[config.mk]
export PLATFORM = sky130hd
export DESIGN_NAME = rs_issue_arbiter
export DESIGN_NICKNAME = d
export VERILOG_FILES = /design/src/rtl/rs_pkg.sv /design/src/rtl/rr_pick.sv /design/src/rtl/rs_issue_arbiter.sv
export SDC_FILE = /design/constraint.sdc
export NUM_CORES = 1
export LEC_CHECK = 0
export CAP_MARGIN = 20
export CELL_PAD_IN_SITES_DETAIL_PLACEMENT = 0
export CELL_PAD_IN_SITES_GLOBAL_PLACEMENT = 1
export CORE_MARGIN = 2
export CORE_UTILIZATION = 40
export DETAILED_ROUTE_END_ITERATION = 12
export GPL_ROUTABILITY_DRIVEN = 0
export GPL_TIMING_DRIVEN = 0
export PLACE_DENSITY_LB_ADDON = 0.1
export SYNTH_ARGS = -nofsm -noshare
export SYNTH_HDL_FRONTEND = slang
export SYNTH_SLANG_ARGS = --single-unit
[constraint.sdc]
create_clock -name clk_in -period 14.4 [get_ports clk_in]
set_input_delay 2.88 -clock clk_in [delete_from_list [all_inputs] [get_ports clk_in]]
set_output_delay 2.88 -clock clk_in [all_outputs]
set_load 0.05 [all_outputs]
[src/rtl/rs_pkg.sv]
// rtl/rs_pkg.sv - shared sizes, index type and arbiter state encoding for the RS issue path
package rs_pkg;

  localparam int RS_BITS = 4;
  localparam int RS_SIZE = 1 << RS_BITS;

  typedef logic [RS_BITS-1:0] rs_idx_t;

  localparam logic [0:0] ARB_EMPTY = 1'b0;
  localparam logic [0:0] ARB_HOLD  = 1'b1;

endpackage

[src/rtl/rr_pick.sv]
// rtl/rr_pick.sv - rotating priority encoder: first set bit of req & ~mask scanning upward from ptr
module rr_pick #(
  parameter int BITS = 4,
  parameter int SIZE = 16
) (
  input  logic [SIZE-1:0] req,
  input  logic [SIZE-1:0] mask,
  input  logic [BITS-1:0] ptr,
  output logic            found,
  output logic [BITS-1:0] idx
);

  logic [SIZE-1:0] cand;

  assign cand = req & ~mask;

  // The index adder is BITS wide, so ptr + i wraps past SIZE-1 back to 0.
  always_comb begin
    logic [BITS-1:0] pos;
    found = 1'b0;
    idx   = '0;
    pos   = '0;
    for (int i = 0; i < SIZE; i++) begin
      pos = ptr + BITS'(i);
      if (!found && cand[pos]) begin
        found = 1'b1;
        idx   = pos;
      end
    end
  end

endmodule

[src/rtl/rs_issue_arbiter.sv]
// rtl/rs_issue_arbiter.sv - round-robin RS issue arbiter with registered valid/ready to the ALU; RS_ARB_PERF_CNT_EN adds issue/stall counters
module rs_issue_arbiter
  import rs_pkg::*;
#(
  parameter int BITS = RS_BITS,
  parameter int SIZE = RS_SIZE
) (
  input  logic            clk_in,
  input  logic            rst_in,
  input  logic            rdy_in,
  input  logic            flush_in,
  input  logic [SIZE-1:0] req_vec,
  input  logic            alu_ready,
  output logic            out_valid,
  output logic [BITS-1:0] out_idx,
`ifdef RS_ARB_PERF_CNT_EN
  output logic            fire,
  output logic [31:0]     perf_issue_cnt,
  output logic [31:0]     perf_stall_cnt
`else
  output logic            fire
`endif
);

  logic [0:0]      state;
  logic [BITS-1:0] ptr;
  logic [SIZE-1:0] held_mask;
  logic            pick_found;
  logic [BITS-1:0] pick_idx;

  assign out_valid = (state == ARB_HOLD);

  // The held entry stays busy in req_vec until the RS sees fire, so it must not win again.
  assign held_mask = out_valid ? (SIZE'(1) << out_idx) : '0;

  assign fire = out_valid && alu_ready && rdy_in && rst_in && !flush_in;

  rr_pick #(
    .BITS (BITS),
    .SIZE (SIZE)
  ) u_pick (
    .req   (req_vec),
    .mask  (held_mask),
    .ptr   (ptr),
    .found (pick_found),
    .idx   (pick_idx)
  );

  always_ff @(posedge clk_in) begin
    if (!rst_in) begin
      state   <= ARB_EMPTY;
      out_idx <= '0;
      ptr     <= '0;
    end else if (rdy_in) begin
      if (flush_in) begin
        state <= ARB_EMPTY;
        ptr   <= '0;
      end else if (state == ARB_EMPTY || alu_ready) begin
        if (pick_found) begin
          state   <= ARB_HOLD;
          out_idx <= pick_idx;
          ptr     <= pick_idx + BITS'(1);
        end else begin
          state <= ARB_EMPTY;
        end
      end
    end
  end

`ifdef RS_ARB_PERF_CNT_EN
  always_ff @(posedge clk_in) begin
    if (!rst_in) begin
      perf_issue_cnt <= '0;
      perf_stall_cnt <= '0;
    end else if (rdy_in) begin
      if (fire) begin
        perf_issue_cnt <= perf_issue_cnt + 32'd1;
      end
      if (out_valid && !alu_ready) begin
        perf_stall_cnt <= perf_stall_cnt + 32'd1;
      end
    end
  end
`endif

endmodule
==> results.sh <==
export IMPL_holdBufCountCts=0
export IMPL_clkLatencyLatePin_ns=0.24
export IMPL_cp_required_ns=14.56
export IMPL_avgSynthCellArea_um2=7.54
export IMPL_dp_cells=629
export IMPL_ys_async_sr_fraction_pct=0
export IMPL_htree_levels=1
export IMPL_finalSetupViolations=0
export IMPL_clk_pin_slew_ns=0.04
export IMPL_worst_slew_margin_rel_pct=33.5
export IMPL_mostFrequentLayoutCells="nand2_1, a21oi_1, nor2_1, clkdlybuf4s50_1, o21ai_0"
export IMPL_drv_slew=0
export IMPL_drc=0
export IMPL_grt_use_total_pct=30.4
export IMPL_ant_nets=0
export IMPL_die_area_um2=10000
export IMPL_post_cts_buffers=0
export IMPL_max_cap_violations=0
export IMPL_antenna_cells=0
export IMPL_synth_edff_count=0
export IMPL_leakage_nw=1.47
export IMPL_cts_buffers=3
export IMPL_clock_sinks=9
export IMPL_slowest_delay_ns=0.82
export IMPL_worst_pin_slew_ns=0.972
export IMPL_io_pins=27
export IMPL_initial_core_util_pct=40.6
export IMPL_r2r_slack_ns=7.37
export IMPL_netlist_area_um2=3700
export IMPL_viasPerCell=7.16
export IMPL_die_x_um=100
export IMPL_reg2reg_depth=23
export IMPL_area_growth_pct=12.1
export IMPL_cts_root_buf="clkbuf_8"
export IMPL_dr_pass1_iters=5
export IMPL_min_from="out_idx[0]"
export IMPL_min_period_ns=7.73
export IMPL_antenna_found_initial=0
export IMPL_cp_arrival_ns=7.89
export IMPL_drive_gt1_share_pct=10.5
export IMPL_cts_buffer_depth=2
export IMPL_post_cts_resized=0
export IMPL_drt_iter0_markers=591
export IMPL_synth_nets=520
export IMPL_crit_buf_inv=2
export IMPL_max_freq_ghz=0.129
export IMPL_status="finished clean"
export IMPL_gr_total_overflow=0
export IMPL_grt_pass1_wl_mm=23.9
export IMPL_tns_ns=0
export IMPL_whs_endpoint="out_idx[0]"
export IMPL_finClkSkew_ns=0.00220
export IMPL_peakVddDrop_mv=0.134
export IMPL_grt_max_degree=14
export IMPL_grt_pass1_vias=4243
export IMPL_num_rows=35
export IMPL_synth_cell_types=75
export IMPL_critical_path_class="in -> reg"
export IMPL_dp_hpwl_mm=12.2
export IMPL_cp_cell_sequence="clkdlybuf4s50_1 > a21boi_1 > a2111oi_0 > nor4_1 > or4_1 > a31oi_1 > and3_1 > buf_2 > o21ai_0 > nand3_1 > a21boi_0 > ha_1 > xnor2_1 > or2_2 > mux2i_1 > nand2_1 > o22ai_1"
export IMPL_hold_path_depth=3
export IMPL_finalCritPeriodShare_pct=53.7
export IMPL_slowest_stage="a2111oi_0"
export IMPL_hold_viol_final=0
export IMPL_r2r_start="ptr[1]"
export IMPL_startpoint_type="input port"
export IMPL_rsz0062_at_grt="no"
export IMPL_seq_area_frac_synth_pct=4.87
export IMPL_dpl_cell_area_um2=4100
export IMPL_ys_flop_type="dfxtp_1"
export IMPL_final_common_cell="nand2_1"
export IMPL_fill_cells=927
export IMPL_ys_ff_latch=9
export IMPL_crit_family="compound AO/OA/AOI/OAI gates"
export IMPL_hold_class="reg -> reg"
export IMPL_drt_wl_total_mm=15.4
export IMPL_die_height_um=100
export IMPL_synth_cells=491
export IMPL_crit_fanout=10
export IMPL_yosys_warnings=0
export IMPL_final_area_um2=4150
export IMPL_vias=4535
export IMPL_coreArea_um2=9110
export IMPL_portBuffers=26
export IMPL_reg2reg_to="ptr[2]"
export IMPL_power_density_nw_per_um2=252
export IMPL_finalNonFillerCells=633
export IMPL_end_kind="register"
export IMPL_routed_wire_length_per_instance_um=24.3
export IMPL_cts_tree="done"
export IMPL_fin_nets=552
[worst max-delay path by stage]
| stage | depth (start not counted) | end | from |
|---|---|---|---|
| after detailed placement | 17 | ptr[2] | req_vec[0] |
| after floorplan | 3 | fire | rst_in |
| final | 17 | ptr[2] | req_vec[2] |
| after global routing | 17 | ptr[2] | req_vec[2] |
| after CTS | 5 | fire | rst_in |
| after global placement | 17 | ptr[2] | req_vec[0] |
[worst register-to-register path: cells and delay by family, from the launching register on]
family / cells / cell delay, ns
buffers and inverters: 7 / 2.51
and+or+nand+nor: 7 / 2.07
AOI/OAI and AO/OA: 4 / 0.71
adders and majority gates: 2 / 0.59
xor gates and xnor gates: 2 / 0.57
DFF: 1 / 0.36
muxes: 1 / 0.13
[per-layer routing]
layer  global-route usage (%)  up-vias  share of wire (%)
met5                        0        -                  0
met4                     9.80        0                3.3
met3                     6.48       38                 11
met2                     46.9      333                 44
met1                     42.5     2137                 42
li1                         -     2027                  -
[layout make-up]
| type | count | area, um^2 | area share [%] |
|---|---|---|---|
| Tap cell | 111 | 139 | 3.35 |
| Inverter | 10 | 37.5 | 0.905 |
| Sequential cell | 9 | 180 | 4.34 |
| Timing Repair Buffer | 27 | 264 | 6.36 |
| Clock buffer | 4 | 45.0 | 1.09 |
| Buffer | 33 | 140 | 3.38 |
| Multi-Input combinational cell | 439 | 3340 | 80.6 |
[through the flow]
stage	total power, mW	hold slack (ns)	setup WS [ns]	util [%]
floorplan	0.725	0.862	7.66	-
global placement	0.979	0.725	6.59	45.0
detailed placement	0.973	0.739	6.69	45.1
CTS	1.01	0.766	6.75	45.5
global route	1.12	0.824	6.34	45.5
finish	1.04	0.757	6.67	45.5
[sequential cells by signal, summed over array words and instances, names as in the netlist]
signal,cells
out_valid,1
ptr,4
out_idx,4
[cell usage after synthesis, drive strengths merged (8+ instances only)]
library cell,instances,area [um^2]
a2111oi,13,115
a211oi,11,82.6
a21boi,14,105
a21o,8,60.1
a21oi,35,179
and3,8,50.1
buf,15,72.6
clkbuf,18,67.6
dfxtp,9,180
ha,8,100
inv,10,37.5
mux2i,23,230
mux4,24,541
nand2,57,216
nand3,19,95.1
nor2,26,97.6
nor3,9,45.0
o211a,10,100
o21ai,30,150
o22ai,10,62.6
xnor2,12,105
[report_power, final]
group | switching (mW) | internal, mW | leakage (nW)
sequential | 0.00923 | 0.0313 | 0.0735
combinational | 0.622 | 0.352 | 1.38
clock | 0.0103 | 0.0193 | 0.0228
total | 0.642 | 0.402 | 1.47
[logic make-up (layout without fill, tap and decap cells)]
logic type / after synthesis / after routing / share of synthesized area, %
buf+inv: 43 / 74 / 4.80
mux: 54 / 54 / 23.0
flops: 9 / 9 / 4.87
xor+xnor: 17 / 17 / 4.02
fa+ha+maj: 8 / 8 / 2.70
compound gates: 186 / 186 / 36.0
simple gates: 174 / 174 / 24.7
Power figures use the tool's default switching activity.
